--- src/rtl/fetch_decode_queue_pkg.sv ---
// Shared constants and entry layout for the fetch/decode instruction queue.
package fetch_decode_queue_pkg;

  localparam int QUEUE_WIDTH = 32;
  localparam logic [31:0] NOP_INSTR = 32'h00000000;

  typedef struct packed {
    logic [QUEUE_WIDTH-1:0] instr;
    logic [QUEUE_WIDTH-1:0] pcplus4;
  } queue_entry_t;

endpackage

--- src/rtl/fetch_decode_queue_storage.sv ---
// Queue entry array: one synchronous write port, one asynchronous read port.
// Contents are deliberately not reset; validity is tracked by the controller.
module fetch_decode_queue_storage #(
  parameter int DEPTH  = 4,
  parameter int DATA_W = 64
) (
  input  logic                     clk,
  input  logic                     wr_en,
  input  logic [$clog2(DEPTH)-1:0] wr_addr,
  input  logic [DATA_W-1:0]        wr_data,
  input  logic [$clog2(DEPTH)-1:0] rd_addr,
  output logic [DATA_W-1:0]        rd_data
);

  logic [DATA_W-1:0] mem [DEPTH];

  always_ff @(posedge clk) begin
    if (wr_en) begin
      mem[wr_addr] <= wr_data;
    end
  end

  // Combinational read gives first-word-fall-through at the queue head.
  assign rd_data = mem[rd_addr];

endmodule

--- src/rtl/fetch_decode_queue.sv ---
// Circular instruction queue decoupling fetch from decode; head is presented
// first-word-fall-through and the whole queue is dropped on a redirect.
module fetch_decode_queue
  import fetch_decode_queue_pkg::*;
#(
  parameter int DEPTH = 4,
  parameter int WIDTH = 32
) (
  input  logic                     clk,
  input  logic                     reset,
  input  logic                     F_valid_F,
  input  logic [WIDTH-1:0]         F_instr_F,
  input  logic [WIDTH-1:0]         F_PCPlus4_F,
  output logic                     F_ready,
  input  logic                     D_ready_D,
  input  logic                     flush_D,
  output logic                     D_valid_D,
  output logic [WIDTH-1:0]         D_instr_D,
  output logic [WIDTH-1:0]         D_PCPlus4_D,
  output logic [$clog2(DEPTH):0]   count
);

  localparam int PTR_W = $clog2(DEPTH);
  localparam int CNT_W = PTR_W + 1;
  localparam logic [CNT_W-1:0] FULL_COUNT = CNT_W'(DEPTH);

  generate
    if ((DEPTH < 2) || ((DEPTH & (DEPTH - 1)) != 0)) begin : g_bad_depth
      $error("fetch_decode_queue: DEPTH must be a power of two and at least 2");
    end
  endgenerate

  logic [PTR_W-1:0]   rd_ptr_reg;
  logic [PTR_W-1:0]   wr_ptr_reg;
  logic [CNT_W-1:0]   count_reg;
  logic               enq;
  logic               deq;
  logic [2*WIDTH-1:0] wr_data;
  logic [2*WIDTH-1:0] rd_data;

  // Readiness comes from registered occupancy only, so a full queue stays
  // closed even while decode is draining it this cycle.
  assign F_ready   = (count_reg != FULL_COUNT);
  assign D_valid_D = (count_reg != '0);
  assign enq       = F_valid_F & F_ready & ~flush_D;
  assign deq       = D_ready_D & D_valid_D & ~flush_D;
  assign wr_data   = {F_instr_F, F_PCPlus4_F};

  always_ff @(posedge clk or negedge reset) begin
    if (!reset) begin
      rd_ptr_reg <= '0;
      wr_ptr_reg <= '0;
      count_reg  <= '0;
    end else if (flush_D) begin
      rd_ptr_reg <= '0;
      wr_ptr_reg <= '0;
      count_reg  <= '0;
    end else begin
      if (enq) wr_ptr_reg <= wr_ptr_reg + PTR_W'(1);
      if (deq) rd_ptr_reg <= rd_ptr_reg + PTR_W'(1);
      if (enq && !deq) begin
        count_reg <= count_reg + CNT_W'(1);
      end else if (deq && !enq) begin
        count_reg <= count_reg - CNT_W'(1);
      end
    end
  end

  fetch_decode_queue_storage #(
    .DEPTH  (DEPTH),
    .DATA_W (2*WIDTH)
  ) u_storage (
    .clk     (clk),
    .wr_en   (enq),
    .wr_addr (wr_ptr_reg),
    .wr_data (wr_data),
    .rd_addr (rd_ptr_reg),
    .rd_data (rd_data)
  );

  // An empty head reads as a NOP so decode never sees stale storage.
  assign D_instr_D   = D_valid_D ? rd_data[2*WIDTH-1:WIDTH] : WIDTH'(NOP_INSTR);
  assign D_PCPlus4_D = D_valid_D ? rd_data[WIDTH-1:0]       : '0;
  assign count       = count_reg;

endmodule

--- config.mk ---
export PLATFORM = sky130hd
export DESIGN_NAME = fetch_decode_queue
export DESIGN_NICKNAME = d
export VERILOG_FILES = /design/src/rtl/fetch_decode_queue_pkg.sv /design/src/rtl/fetch_decode_queue_storage.sv /design/src/rtl/fetch_decode_queue.sv
export SDC_FILE = /design/constraint.sdc
export NUM_CORES = 1
export LEC_CHECK = 0
export ABC_AREA = 1
export BUFFER_PORTS_ARGS = -buffer_cell sky130_fd_sc_hd__buf_2
export CORE_ASPECT_RATIO = 0.75
export CORE_UTILIZATION = 55
export DETAILED_ROUTE_END_ITERATION = 6
export GPL_TIMING_DRIVEN = 0
export PLACE_DENSITY_LB_ADDON = 0.1
export SLEW_MARGIN = 5
export SYNTH_ARGS = -nofsm -noshare
export SYNTH_HDL_FRONTEND = slang
export SYNTH_SLANG_ARGS = --single-unit
--- constraint.sdc ---
create_clock -name clk -period 6.25 [get_ports clk]
set_input_delay 1.25 -clock clk [delete_from_list [all_inputs] [get_ports clk]]
set_output_delay 1.25 -clock clk [all_outputs]
set_load 0.005 [all_outputs]
# [After elaboration in Yosys (flattened, before gate mapping)]
# Memories as Yosys holds them, arrays and structs flattened.
# Cells that the tools add are included.
[totals] n_memories=1 mem_bits_rw=256 output_inout_bits=69 register_bits=7 latchBits=0 rom_bits=0 inputBits=69 wordCells=33
[memory_table] name="u_storage.mem" words=4 word_bits=64 read_ports=1 rd_ports_with_merged_regs=0 write_ports=1 line="fetch_decode_queue_storage.sv:15" source="logic [DATA_W-1:0] mem [DEPTH];"
[classes] muxes=11 n_reduce_logical=8 multipliers=0 shifts=0 n_lt_le_gt_ge=0 eq_ne=1 addsub=4 div=0 bitwise_logic=5
[ops] cell="2-to-1 mux 32 bit" count=2
[ops] cell="2-to-1 mux 3 bit" count=3
[ops] cell="2-to-1 mux 2 bit" count=4
[ops] cell="nonzero test 3 bit" count=2
[ops] cell="adder 2 x 1 -> 2 bit (second input constant)" count=2
[ops] cell="bitwise AND 1 bit" count=4
[ops] cell="nonzero test 2 bit" count=2
[ops] cell="adder 3 x 1 -> 3 bit (second input constant)" count=1
[ops] cell="!= test 3 bit (second input constant)" count=1
[ops] cell="subtractor 3 x 1 -> 3 bit (second input constant)" count=1
[ops] cell="logical AND 1 bit" count=2
[ops] cell="logical NOT 1 bit" count=2
[ops] cell="2-to-1 mux 1 bit" count=2
[ops] cell="NOT 1 bit" count=1

# [Longest topological paths before layout]
[depth] depth_word=8 depth_mapped=11 ltp_nobuf=11

# [Cells and area by module]
# From an unflattened synthesis, not the netlist that was laid out.
[unflattened] hier_cells=1198 area_unflattened_um2=11728.7
[by_module_without_submodules] mod="fetch_decode_queue_storage" cells_per_inst=1010 area_per_inst_um2=10761.6 instances=1 seq_area_each_um2=7687.4
[by_module_without_submodules] mod="fetch_decode_queue" cells_per_inst=188 area_per_inst_um2=967.2 instances=1 seq_area_each_um2=175.2

# [Least setup slack after synthesis]
# Ideal clock, no wire load.
[synth_path] kind="input-to-reg" startpoint="in F_valid_F" endpoint="mem u_storage.mem[0][0], enable pin" cell_stages=4 setup_slack_ps=1469 arrival_time_ps=4295 setup_time_ps=486 path_buffers=0 required_time_ps=5764 cell_sequence="nand2_1 > nor2_1 > inv_1 > nor2_1"
[synth_between] elab_chain_len=4
[synth_lines] item="start: declaration" line="fetch_decode_queue.sv:11" source="input logic F_valid_F,"
[synth_lines] item="bitwise AND 1 bit (2 in series)" line="fetch_decode_queue.sv:45" source="assign enq = F_valid_F & F_ready & ~flush_D;"
[synth_lines] item="2-to-1 mux 1 bit" line="fetch_decode_queue_storage.sv:18" source="if (wr_en) begin"
[synth_lines] item="2-to-1 mux 1 bit (implied by the code)" line="fetch_decode_queue_storage.sv:19" source="mem[wr_addr] <= wr_data;"
[synth_lines] item="end: declaration" line="fetch_decode_queue_storage.sv:15"
# Every way passes these cells.

# [Worst setup path after layout]
[layout_path] startpoint="reg rd_ptr_reg[0]" endpoint="out D_PCPlus4_D[0]"
[layout_between] elab_chain_len=2
[layout_lines] item="start: declaration" line="fetch_decode_queue.sv:33" source="logic [PTR_W-1:0] rd_ptr_reg;"
[layout_lines] item="start signal: assignment" line="fetch_decode_queue.sv:60" source="if (deq) rd_ptr_reg <= rd_ptr_reg + PTR_W'(1);"
[layout_lines] item="memory (4 x 64 bit)"
[layout_lines] item="2-to-1 mux 32 bit" line="fetch_decode_queue.sv:83" source="assign D_PCPlus4_D = D_valid_D ? rd_data[WIDTH-1:0] : '0;"
[layout_lines] item="end: declaration" line="fetch_decode_queue.sv:19" source="output logic [WIDTH-1:0] D_PCPlus4_D,"
# Every way passes these cells.

==> qor.txt <==
=====================================================================================
CTS sink count .........................................................          263
Worst-skew pair later-pin latency ......................................       530 ps
Met2 wire len ..........................................................     10200 um
Maximum root-to-sink buffer count ......................................            3
Count of routing violations after the opening detailed-route iteration .          483
Number of flip-flops in the largest register ...........................          256
Most common library cells after synthesis .............................. 261 x sky130_fd_sc_hd__nor2_1, 256 x sky130_fd_sc_hd__edfxtp_1, 128 x sky130_fd_sc_hd__o21ai_0
Fin. max-slew vios .....................................................            0
Number of nets in the synthesized netlist ..............................          894
Number of hold violations in the final report ..........................            0
Number of antenna violations at the first check in global routing ......            2
Sequential cell area fraction in the yosys report ......................        0.759
Critical Path AT .......................................................      2350 ps
Core Footprint .........................................................   0.0185 mm2
Number of remaining DRC errors .........................................            0
Clock tree from TritonCTS ..............................................         done
Post-synthesis cell count ..............................................          820
Via count of the routed design .........................................         6668
Class of the most critical hold timing path ............................     in2async
Via count of the first global-routing pass .............................         6296
Yosys warning count ....................................................            0
Register bit count reported by yosys ...................................          263
Total number of H-tree levels ..........................................            1
Sort of element at the end of the critical path ........................ primary output
Multi-input gate area ..................................................  0.00221 mm2
Number of nets in the finished design ..................................         1068
Setup violators final ..................................................            0
Final WL ...............................................................     22200 um
Post-CTS setup-driven buffer insertion count ...........................            0
Layout overhead on the synthesized area ................................        19.4%
Number of filler instances in the final layout .........................         1366
Detail Route Antenna Nets ..............................................            0
Chain of cells forming the critical path ............................... inv_2 > buf_2 > clkbuf_1 > o21ai_0 > a21oi_1 > buf_2
Non-filler cells in the finished layout ................................         1259
Register Area ..........................................................  0.00786 mm2
Worst voltage drop across the vdd grid .................................     0.275 mV
Leakage power total ....................................................   0.00455 uW
Number of buffers added by the clock tree synthesis step ...............           26
Die boundary height ....................................................       121 um
Most common cell in the netlist ........................................ sky130_fd_sc_hd__nor2_1
Mean instance size in the synthesized netlist ..........................     12.6 um2
Gp weighted congestion .................................................        0.810
Most prevalent standard cell on the critical path ...................... sky130_fd_sc_hd__buf_2
Hold Buf Count CTS .....................................................            0
Row count ..............................................................           43
Wire length per cell ...................................................      17.7 um
Dominant register cell in the synthesized netlist ...................... sky130_fd_sc_hd__edfxtp_1
I/O pin count ..........................................................          138
GR Overflow Total ......................................................            0
Ratio of cells with drive above 1 in the final layout ..................        0.207
Power per cell area ....................................................   406 mW/mm2
Maximum number of pins on one net before global-route repair ...........           26
Detail-routed via count per cell .......................................         5.30
HPWL after detailed placement ..........................................     14000 um
Critical path launch point type ........................................     register
Inserted Diodes ........................................................            0
Cell Area, Placed ......................................................   0.0116 mm2
Actual transition at the worst max-transition pin ......................       880 ps
Result of the run ...................................................... finished, final reports clean
Finished Cell Area .....................................................   0.0124 mm2
Overall global routing resource usage ..................................        0.235
Metal1 wirelength ......................................................     10300 um
Placement Setup Slack ..................................................      2840 ps
Post-synth ARST share ..................................................       0.0266
Die ar. ................................................................   0.0194 mm2
Unrepaired setup endpoints after global routing ........................        false
Initial Util ...........................................................        0.561
TritonRoute pass-1 iters ...............................................            7
Slew Limit Headroom ....................................................        0.412
Part of the cycle the worst path needs .................................        0.576
Syn Std Cell Area ......................................................   0.0104 mm2
Slowest Stage Delay on Critical Path ...................................       440 ps
Worst setup slack after layout .........................................      2650 ps
Data required time of the critical path ................................      5000 ps
Max stage delay cell, worst path ....................................... sky130_fd_sc_hd__dfrtp_1
Clk_skew ...............................................................      17.9 ps
Count of buffers inserted at the top-level ports .......................          137
Startpoint-to-endpoint class of the critical path ......................      reg2out
Max capacitance violation total ........................................            0
Fraction of post-synthesis cell area in the top cell type by area ......        0.742
Crit Path Max Fanout ...................................................           10
Number of enable flip-flop cells after synthesis .......................          256
Cell type with the highest aggregate area in the netlist ............... sky130_fd_sc_hd__edfxtp_1
Die Span X .............................................................       160 um
Top cells by area in the synthesized netlist ........................... sky130_fd_sc_hd__edfxtp_1 74%, sky130_fd_sc_hd__nor2_1 9.5%, sky130_fd_sc_hd__o21ai_0 6.2%
Period minus WS final ..................................................      3600 ps
Number of placed instances with taps included ..........................         1213
Highest layer used for signal routing ..................................         met5
Final-layout setup total negative slack ................................         0 ps
Number of distinct library cells after synthesis .......................           23
Number of cells upsized or downsized after cts .........................            0
Clk pin slew, worst setup/hold paths ...................................        60 ps
Worst hold slack .......................................................       557 ps
Maximum operating frequency ............................................      278 MHz
Wire length of the first global-routing pass ...........................     34500 um
Sum of met3 wire segment lengths after detailed routing ................      1290 um
CTS Root Buffer Type ................................................... sky130_fd_sc_hd__clkbuf_16
=====================================================================================
[worst paths after layout]
path | startpoint | to | slack, ps | depth (start not counted)
max in group asynchronous | reset | rd_ptr_reg[1]$_DFFE_PN0P_ | 5530 | 1
setup / recovery | rd_ptr_reg[0]$_DFFE_PN0P_ | D_PCPlus4_D[0] | 2650 | 6
setup reg to reg | count[1]$_DFFE_PN0P_ | u_storage.mem[1][29]$_DFFE_PP_ | 3650 | 8
min in group clk | count[0]$_DFFE_PN0P_ | count[0]$_DFFE_PN0P_ | 630 | 2
hold / removal | reset | count[2]$_DFFE_PN0P_ | 560 | 1
hold reg to reg | count[0]$_DFFE_PN0P_ | count[0]$_DFFE_PN0P_ | 630 | 2
[power breakdown]
| group | switching [uW] | leakage, uW | internal [uW] |
|---|---|---|---|
| Clock | 611 | 0.000371 | 809 |
| Sequential | 37.7 | 0.00242 | 2060 |
| Combinational | 970 | 0.00177 | 537 |
[placed cells by master, fill, tap and decap left out, types with 7 or more instances in the layout]
| cell | synthesis | layout |
|---|---|---|
| sky130_fd_sc_hd__inv_1 | 16 | 16 |
| sky130_fd_sc_hd__nor2_1 | 261 | 257 |
| sky130_fd_sc_hd__clkbuf_1 | 20 | 30 |
| sky130_fd_sc_hd__edfxtp_1 | 256 | 256 |
| sky130_fd_sc_hd__dfrtp_1 | 7 | 7 |
| sky130_fd_sc_hd__buf_2 | 6 | 143 |
| sky130_fd_sc_hd__buf_1 | 7 | 7 |
| sky130_fd_sc_hd__a21oi_1 | 69 | 69 |
| sky130_fd_sc_hd__buf_4 | 14 | 14 |
| sky130_fd_sc_hd__nand2_1 | 16 | 16 |
| sky130_fd_sc_hd__o21ai_0 | 128 | 128 |
| sky130_fd_sc_hd__clkbuf_16 | 0 | 26 |
[worst max-delay path: cells and delay by family, from the launching register on]
kind            cells  cell delay, ps
buf+inv             4             910
compound gates      2             480
flops               1             440
[through the flow]
stage          utilization  power [uW]
2_1_floorplan            -        2960
3_3_place_gp         0.615        3610
3_5_place_dp         0.628        3650
4_1_cts              0.670        5060
5_1_grt              0.670        5300
6_report             0.670        5020
[area by class of cell]
type                    count  share of cell area
flip-flops and latches    263               0.636
multi-input cells         491               0.179
repair buffers            146              0.0724
clock buffers              36              0.0557
well taps                 247              0.0250
plain buffers              48              0.0200
clock inverters            10             0.00678
inverters                  18             0.00546
[kinds of logic (layout without fill, tap and decap cells)]
kind of cell,after synthesis,count (layout),share of synthesized area
and+or+nand+nor,285,285,0.106
DFF,263,263,0.759
AOI/OAI and AO/OA,200,200,0.0966
buffers and inverters,66,258,0.0304
adders and majority gates,5,5,0.00676
xor gates and xnor gates,1,1,0.000846
[per-layer routing]
metal,vias to the layer above,track usage
met5,-,0
met3,35,0.0355
met1,3165,0.353
met4,4,0.0524
li1,3241,-
met2,223,0.367
No activity file was read; power rests on OpenSTA's default activity.
